--- src/rtl/vvu_requant_pkg.sv ---
// Shared helpers for the VVU requantization stage: byte-align width and range clamp.
package vvu_requant_pkg;

    localparam int unsigned WIDE_W = 64;

    typedef logic signed [WIDE_W-1:0] wide_t;

    function automatic int unsigned ba(input int unsigned w);
        return (w + 7) / 8 * 8;
    endfunction

    // Saturate v to a w-bit signed or unsigned range.
    function automatic wide_t clamp(input wide_t v, input int unsigned w, input bit sgn);
        wide_t hi;
        wide_t lo;
        if (sgn) begin
            hi = (wide_t'(1) <<< (w - 1)) - wide_t'(1);
            lo = -(wide_t'(1) <<< (w - 1));
        end else begin
            hi = (wide_t'(1) <<< w) - wide_t'(1);
            lo = '0;
        end
        if (v > hi) return hi;
        if (v < lo) return lo;
        return v;
    endfunction

endpackage

--- src/rtl/vvu_requant_lane.sv ---
// Per-lane shift and saturate; VVU_REQUANT_ROUND_EN adds round-half-up before the shift.
module vvu_requant_lane
    import vvu_requant_pkg::*;
#(
    parameter int unsigned SUM_W      = 21,
    parameter int unsigned SHIFT      = 4,
    parameter int unsigned OUT_WIDTH  = 8,
    parameter bit          SIGNED_OUT = 1'b1
) (
    input  logic signed [SUM_W-1:0]     sum,
    output logic        [OUT_WIDTH-1:0] q_c
);

`ifdef VVU_REQUANT_ROUND_EN
    localparam int unsigned RW = SUM_W + 1;
    localparam logic signed [RW-1:0] RND = RW'((64'd1 << SHIFT) >> 1);

    logic signed [RW-1:0] rnd_c;
    logic signed [RW-1:0] shr_c;

    always_comb begin
        rnd_c = RW'(sum) + RND;
        shr_c = rnd_c >>> SHIFT;
        q_c   = OUT_WIDTH'(clamp(WIDE_W'(shr_c), OUT_WIDTH, SIGNED_OUT));
    end
`else
    logic signed [SUM_W-1:0] shr_c;

    always_comb begin
        shr_c = sum >>> SHIFT;
        q_c   = OUT_WIDTH'(clamp(WIDE_W'(shr_c), OUT_WIDTH, SIGNED_OUT));
    end
`endif

endmodule

--- src/rtl/vvu_requant_axi.sv ---
// Bias-add, shift and saturate stage joining accumulator and bias AXI streams.
// Optional rounding before the shift is enabled by defining VVU_REQUANT_ROUND_EN.
module vvu_requant_axi
    import vvu_requant_pkg::*;
#(
    parameter int unsigned PE         = 4,
    parameter int unsigned ACCU_WIDTH = 20,
    parameter int unsigned BIAS_WIDTH = 20,
    parameter int unsigned OUT_WIDTH  = 8,
    parameter int unsigned SHIFT      = 4,
    parameter bit          SIGNED_OUT = 1'b1,
    parameter int unsigned NF         = 128
) (
    input  logic                             ap_clk,
    input  logic                             ap_rst,
    input  logic [ba(PE*ACCU_WIDTH)-1:0]     s_axis_input_tdata,
    input  logic                             s_axis_input_tvalid,
    output logic                             s_axis_input_tready,
    input  logic [ba(PE*BIAS_WIDTH)-1:0]     s_axis_bias_tdata,
    input  logic                             s_axis_bias_tvalid,
    output logic                             s_axis_bias_tready,
    output logic [ba(PE*OUT_WIDTH)-1:0]      m_axis_output_tdata,
    output logic                             m_axis_output_tvalid,
    input  logic                             m_axis_output_tready,
    output logic                             m_axis_output_tlast
);

    localparam int unsigned SUM_W = ACCU_WIDTH + 1;
    localparam int unsigned OB_W  = ba(PE * OUT_WIDTH);
    localparam int unsigned CNT_W = (NF > 1) ? $clog2(NF) : 1;
    localparam logic [CNT_W-1:0] CNT_LAST = CNT_W'(NF - 1);

    typedef logic [PE-1:0][SUM_W-1:0]     sum_vec_t;
    typedef logic [PE-1:0][OUT_WIDTH-1:0] out_vec_t;

    logic             a_vld_q, a_vld_d;
    sum_vec_t         a_sum_q, a_sum_d;
    logic             a_last_q, a_last_d;
    logic             b_vld_q, b_vld_d;
    logic [OB_W-1:0]  b_data_q, b_data_d;
    logic             b_last_q, b_last_d;
    logic [CNT_W-1:0] cnt_q, cnt_d;

    logic     b_adv_c;
    logic     a_adv_c;
    logic     accept_c;
    out_vec_t lane_q_c;

    for (genvar k = 0; k < PE; k++) begin : g_lane
        vvu_requant_lane #(
            .SUM_W     (SUM_W),
            .SHIFT     (SHIFT),
            .OUT_WIDTH (OUT_WIDTH),
            .SIGNED_OUT(SIGNED_OUT)
        ) u_lane (
            .sum(a_sum_q[k]),
            .q_c(lane_q_c[k])
        );
    end

    // Join, elastic advance and frame counting.
    always_comb begin
        b_adv_c  = !b_vld_q || m_axis_output_tready;
        a_adv_c  = !a_vld_q || b_adv_c;
        accept_c = a_adv_c && s_axis_input_tvalid && s_axis_bias_tvalid && !ap_rst;

        a_vld_d  = a_vld_q;
        a_sum_d  = a_sum_q;
        a_last_d = a_last_q;
        b_vld_d  = b_vld_q;
        b_data_d = b_data_q;
        b_last_d = b_last_q;
        cnt_d    = cnt_q;

        if (a_adv_c) begin
            a_vld_d = accept_c;
        end
        if (accept_c) begin
            for (int unsigned k = 0; k < PE; k++) begin
                a_sum_d[k] = SUM_W'(signed'(s_axis_input_tdata[k*ACCU_WIDTH +: ACCU_WIDTH]))
                           + SUM_W'(signed'(s_axis_bias_tdata[k*BIAS_WIDTH +: BIAS_WIDTH]));
            end
            a_last_d = (cnt_q == CNT_LAST);
            cnt_d    = (cnt_q == CNT_LAST) ? '0 : cnt_q + CNT_W'(1);
        end

        // Stage B reloads straight from A on a handoff, so no bubble is inserted.
        if (b_adv_c) begin
            b_vld_d = a_vld_q;
            if (a_vld_q) begin
                b_data_d                  = '0;
                b_data_d[PE*OUT_WIDTH-1:0] = lane_q_c;
                b_last_d                  = a_last_q;
            end
        end
    end

    always_ff @(posedge ap_clk or posedge ap_rst) begin
        if (ap_rst) begin
            a_vld_q  <= 1'b0;
            a_sum_q  <= '0;
            a_last_q <= 1'b0;
            b_vld_q  <= 1'b0;
            b_data_q <= '0;
            b_last_q <= 1'b0;
            cnt_q    <= '0;
        end else begin
            a_vld_q  <= a_vld_d;
            a_sum_q  <= a_sum_d;
            a_last_q <= a_last_d;
            b_vld_q  <= b_vld_d;
            b_data_q <= b_data_d;
            b_last_q <= b_last_d;
            cnt_q    <= cnt_d;
        end
    end

    assign s_axis_input_tready  = a_adv_c && s_axis_bias_tvalid && !ap_rst;
    assign s_axis_bias_tready   = a_adv_c && s_axis_input_tvalid && !ap_rst;
    assign m_axis_output_tdata  = b_data_q;
    assign m_axis_output_tvalid = b_vld_q;
    assign m_axis_output_tlast  = b_last_q;

endmodule

--- config.mk ---
export PLATFORM = sky130hd
export DESIGN_NAME = vvu_requant_axi
export DESIGN_NICKNAME = d
export VERILOG_FILES = /design/src/rtl/vvu_requant_pkg.sv /design/src/rtl/vvu_requant_lane.sv /design/src/rtl/vvu_requant_axi.sv
export SDC_FILE = /design/constraint.sdc
export NUM_CORES = 1
export LEC_CHECK = 0
export ABC_AREA = 1
export BUFFER_PORTS_ARGS = -buffer_cell sky130_fd_sc_hd__buf_2
export CAP_MARGIN = 20
export CORE_ASPECT_RATIO = 1.4
export CORE_MARGIN = 3
export CORE_UTILIZATION = 45
export CTS_CLUSTER_SIZE = 12
export DETAILED_ROUTE_END_ITERATION = 8
export PLACE_DENSITY = 0.68
export RECOVER_POWER = 50
export SETUP_SLACK_MARGIN = 0.4
export SLEW_MARGIN = 20
export SYNTH_ARGS = -nofsm -noshare
export SYNTH_HDL_FRONTEND = slang
export SYNTH_SLANG_ARGS = --single-unit
--- constraint.sdc ---
create_clock -name ap_clk -period 6.1 [get_ports ap_clk]
set_clock_uncertainty 0.15 [all_clocks]
set_input_delay 0.61 -clock ap_clk [delete_from_list [all_inputs] [get_ports ap_clk]]
set_output_delay 0.61 -clock ap_clk [all_outputs]
set_load 0.05 [all_outputs]
==> out/metrics.yaml, run 1 <==
status: "finished, violations left"
violations: "capacitance limit, slew limit"
drtAntennaViolNets: 0
cap_violations: 3
synthAdderAreaFrac_pct: 10.1
synth_top_area_share_pct: 29.0
gp_congestion: 0.925
grt_pass1_vias: 9596
ctsLongestPathBuffers: 2
avgSynthCellArea_um2: 6.19
die_h_um: 179
ys_ff_latch: 111
track_usage_pct: 21.9
worst_pin_slew_ns: 1.86
synthTopCellsByArea: "dfrtp_1 29%, nand2_1 25%, ha_1 10%, inv_1 9.0%, nand3_1 5.9%"
cts.repair.resized: 0
synth_compound_area_share_pct: 8.48
drt_first_iter_violations: 517
area_delta_synth_final_pct: 16.0
htree_levels: 3
io_buffers: 200
routed_wl_mm: 25.1
antenna_found_initial: 0
min_from: "a_sum_q[72]"
postCtsSetupBuffers: 0
irDropWorstVdd_mv: 0.123
cts_tree: "done"
rsz0062_at_grt: "no"
slew_violations: 116
cts_num_sinks: 111
yosys-top-cells-count: "642 x nand2_1, 229 x inv_1, 113 x nand3_1"
synthMostInstantiatedCell: "nand2_1"
timing.fmax_mhz: 269
cp-end-kind: "primary output"
max-slew-margin-rel_pct: -23.7
finalSetupViolations: 0
syn-num-nets: 1788
die_area_um2: 23100
clk_pin_slew_ns: 0.07
ctsHoldBuffers: 0
yosys.area_share.simple_pct: 40.4
std_cell_rows: 62
layout.nets: 1981
antenna_cells: 0
ys_types: 34
synthXorXnorAreaFrac_pct: 1.92
yosys.area.top_type: "dfrtp_1"
grt_overflow: 0
fin_tns_setup_ns: 0
crit-reg2reg-launch: "m_axis_output_tvalid"
drc: 0
ys_warn_count: 0
grt_first_pass_wirelength_mm: 42.2
cp.required_ns: 5.34
p_total_mw: 2.85
worstSetupPathType: "input port to primary output"
min_period_over_period_pct: 61.0
clk-insertion-delay-late_ns: 0.34
chipWidth_um: 129
ioPinCount: 201
synth_edf_count: 0
synth_ff_type: "dfrtp_1"
cts_root_buf: "clkbuf_16"
crit_start: "ap_rst"
seq_area_frac_synth_pct: 29.0
cp-start-kind: "input port"
hold_class: "flip-flop to flip-flop"
power_density_nw_per_um2: 257
via_per_inst: 4.97
first_pass_iters: 5
period_needed_ns: 3.72
fill_cells: 2179
vias: 9937
initial_core_util_pct: 46.2
synth_top_family_by_area: "simple AND/OR/NAND/NOR gates"
coreArea_um2: 20700
hold_viol: 0
synthMuxAreaShare_pct: 0
async_flop_share_pct: 100
drive_gt1_share_pct: 11.2
cts_buffers: 9
routedWlPerCell_um: 12.6
timing.critical_path.arrival_ns: 2.96
grt_start_max_net_pins: 84
critPathMaxFanout: 36
place_hpwl_mm: 20.5
p_leak_nw: 6.34
netlist_area_um2: 9570
synth_cells: 1546
## power breakdown
part           total (mW)  internal (mW)  switching (mW)
logic                1.13          0.342           0.788
registers            1.04          0.919           0.125
clock network       0.679          0.415           0.264
## registers in the layout (all words and copies together) (netlist names)
| name | cells |
|---|---|
| a_sum_q | 68 |
| m_axis_output_tdata | 32 |
| cnt_q | 7 |
| a_last_q | 1 |
| a_vld_q | 1 |
| m_axis_output_tlast | 1 |
| m_axis_output_tvalid | 1 |
## layer usage
layer | up-vias | wire [um] | global-route usage (%)
met5 | - | 0 | 0
met4 | 0 | 578 | 6.79
met3 | 44 | 1170 | 2.73
met2 | 243 | 12600 | 40.2
met1 | 4410 | 10800 | 26.3
li1 | 5240 | - | -
## area by class of cell
class	instances	area [um^2]	area share [%]
timing repair buffer	202	970	8.74
clock buffer	10	239	2.15
inverter	230	866	7.80
sequential	111	2780	25.0
clock inverter	6	115	1.04
multi-input combinational	1185	5810	52.4
tap	256	320	2.89
## worst paths after layout
kind                                      endpoint  slack, ns  cells past startpoint
max reg2reg                m_axis_output_tdata[18]       3.50                      5
min in group asynchronous              a_sum_q[56]       0.62                      2
min                                    a_sum_q[72]       0.33                      2
max                            s_axis_input_tready       2.38                      5
min reg2reg                            a_sum_q[72]       0.33                      2
max in group asynchronous              a_sum_q[17]       2.75                      3
## worst max-delay path: stages
cell and delay, ns:
clkbuf_1 0.26, clkinvlp_2 1.33, nand3_1 0.48, inv_1 0.06, buf_2 0.21
## through the flow
step | std cells | hold slack (ns) | instance area, um^2 | setup WS [ns] | util, %
3_5_place_dp | 1984 | 0.311 | 10800 | 3.56 | 52.2
4_1_cts | 2000 | 0.201 | 11200 | 3.73 | 53.9
6_report | 2000 | 0.326 | 11100 | 2.38 | 53.6
2_1_floorplan | 1546 | 0.294 | 9570 | 1.83 | -
5_1_grt | 2000 | 0.345 | 11100 | 2.01 | 53.6
3_3_place_gp | 1984 | 0.307 | 10800 | 3.59 | 52.2
## logic make-up after synthesis
family / count (synthesis)
compound gates: 147
xor+xnor: 21
fa+ha+maj: 77
buf+inv: 250
flops: 111
simple gates: 940
## placed cells by master, fill, tap and decap left out, types with 2 or more instances in the layout
master	synthesis	final
nand3b_1	17	17
xnor2_1	17	17
o22ai_1	2	2
o31ai_2	2	2
clkbuf_16	0	9
o21ai_1	5	5
dfrtp_1	111	111
buf_2	13	165
bufinv_16	0	3
nand3_1	113	114
o21bai_1	16	16
nor4_1	2	2
and2_1	5	5
nor2_1	112	112
o21ai_2	2	2
ha_1	77	77
clkbuf_1	3	35
o21ai_0	51	51
a21oi_1	68	68
or2_0	2	2
nand4_1	16	16
inv_1	229	228
xor2_1	4	4
or2_2	2	2
nor2_4	2	2
nor3_1	21	21
nand2_1	642	644
(Power assumes the default switching activity.)
==> inputs of run 2 (changes only) <==
--- a/config.mk
+++ b/config.mk
@@ -13,7 +13,7 @@
 export CORE_UTILIZATION = 45
 export CTS_CLUSTER_SIZE = 12
 export DETAILED_ROUTE_END_ITERATION = 8
-export PLACE_DENSITY = 0.68
+export PLACE_DENSITY = 0.7
 export RECOVER_POWER = 50
 export SETUP_SLACK_MARGIN = 0.4
 export SLEW_MARGIN = 20
==> constraint.sdc (replaced) <==
create_clock -name ap_clk -period 3.3 [get_ports ap_clk]
set_clock_uncertainty 0.15 [all_clocks]
set_input_delay 0.33 -clock ap_clk [delete_from_list [all_inputs] [get_ports ap_clk]]
set_output_delay 0.33 -clock ap_clk [all_outputs]
set_load 0.05 [all_outputs]
==> out/metrics.yaml, run 2 (synthesized netlist as in run 1, its figures left out) <==
post-place-ws_ns: 1.09  # -2.47 ns
drc: 0  # unchanged
cts.repair.resized: 0  # unchanged
track_usage_pct: 21.8  # -0.14 points
htree_levels: 3  # unchanged
final_cell_mix: "641 x nand2_1, 228 x inv_1, 181 x buf_2"
cts_num_sinks: 111  # unchanged
cts_root_buf: "clkbuf_16"
grt_overflow: 0  # unchanged
power_density_nw_per_um2: 470  # +83%
max-slew-margin-rel_pct: 43.6  # +67 points
whs_ns: 0.0892  # -0.237 ns
clk_pin_slew_ns: 0.07  # about the same
ctsHoldBuffers: 0  # unchanged
worst_pin_slew_ns: 0.846  # -1.01 ns
final_cells: 2002  # +0.10%
via_per_inst: 5.01  # +0.76%
ioPinCount: 201  # unchanged
timing.fmax_mhz: 477
slew_violations: 0  # -100%
grt_start_max_net_pins: 112  # +33%
p_total_mw: 5.25  # +84%
grt_first_pass_wirelength_mm: 41.9  # -0.77%
timing.critical_path.arrival_ns: 2.21  # -0.75 ns
cp.required_ns: 3.41  # -1.93 ns
routedWlPerCell_um: 12.5  # -0.78%
largest_register: "a_sum_q"
die_area_um2: 23100  # unchanged
min_period_over_period_pct: 63.5
fin_tns_setup_ns: 0  # unchanged
finalSetupViolations: 0  # unchanged
critPathMaxFanout: 83  # +130%
area_delta_synth_final_pct: 16.6
drtAntennaViolNets: 0  # unchanged
routed_wl_mm: 25.0  # -0.68%
place_hpwl_mm: 20.4  # -0.41%
worstSetupPathType: "flip-flop to flip-flop"
die_h_um: 179  # unchanged
chipWidth_um: 129  # unchanged
first_pass_iters: 5  # unchanged
dp.cells: 1986  # +0.10%
postCtsSetupBuffers: 0  # unchanged
cap_violations: 0  # -3
period_needed_ns: 2.09
clk-insertion-delay-late_ns: 0.34  # about the same
irDropWorstVdd_mv: 0.256  # +110%
cts_buffers: 9  # unchanged
ctsLongestPathBuffers: 2  # unchanged
initial_core_util_pct: 46.2  # unchanged
std_cell_rows: 62  # unchanged
antenna_cells: 0  # unchanged
antenna_found_initial: 0  # unchanged
drt_first_iter_violations: 555  # +7.4%
io_buffers: 200  # unchanged
drive_gt1_share_pct: 12.4  # +1.2 points
layout.nets: 1983  # +0.10%
hold_class: "input port to async pin"
gp_congestion: 0.963  # +4.1%
cp-end-kind: "flip-flop"
layout_commonest_cell: "nand2_1"
vias: 10000  # +0.87%
rsz0062_at_grt: "no"
grt_pass1_vias: 9576  # -0.21%
p_leak_nw: 6.40  # +1.0%
fin_ws_ns: 1.21  # -1.17 ns
largest_reg_flops: 68  # unchanged
cp-start-kind: "flip-flop"
cts_tree: "done"
status: "completed"
hold_viol: 0  # unchanged
coreArea_um2: 20700  # unchanged
[run 2: cell count changes in the layout (fill, tap and decap cells not counted), moves of 2 or more]
cell      change
buf_2        +16
nand2_2       +3
clkbuf_1     -16
nand2_1       -3
buf_12        +2
[run 2: through the flow]
step                utilization (%)  cell area (um^2)
CTS                            54.0             11200
global route                   53.9             11200
finish                         53.9             11200
global placement               52.4             10800
detailed placement             52.4             10800
floorplan                         -              9570
[run 2: cell type report]
class                      count  area [um^2]
fill                        2196         9550
multi-input combinational   1185         5820
sequential                   111         2780
timing repair buffer         204         1030
inverter                     230          865
tap                          256          320
clock buffer                   9          225
clock inverter                 7          119
[run 2: power by group]
part,leakage (nW),internal [mW],switching [mW]
logic,4.87,0.655,1.45
registers,1.37,1.70,0.217
clock network,0.162,0.743,0.484
total,6.40,3.10,2.15
[run 2: final timing paths]
check / start / cells after the start / slack (ns) / to
hold / removal: ap_rst / 3 / 0.09 / m_axis_output_tdata[18]
min in group ap_clk: m_axis_output_tready / 4 / 0.14 / a_vld_q
hold reg to reg: a_sum_q[72] / 2 / 0.33 / a_sum_q[72]
setup reg to reg: a_vld_q / 9 / 1.21 / cnt_q[3]
setup / recovery: a_vld_q / 9 / 1.21 / cnt_q[3]
max in group asynchronous: ap_rst / 3 / 2.46 / a_sum_q[60]
[run 2: worst max-delay path, cell delays in order, from the launching register on]
cell and delay, ns:
dfrtp_1 0.39, nand3_2 0.12, nand2_2 0.09, nor2_4 0.04, nand2_2 0.08, buf_4 0.66
nor2_1 0.16, nand2_1 0.13, o21ai_0 0.10, nor2_1 0.10
[run 2: metal layers]
metal	global-route usage (%)	wire (um)	up-vias
li1	-	-	5248
met1	26.2	10800	4478
met2	40.1	12600	258
met3	2.31	1040	39
met4	6.87	554	0
met5	0	0	-
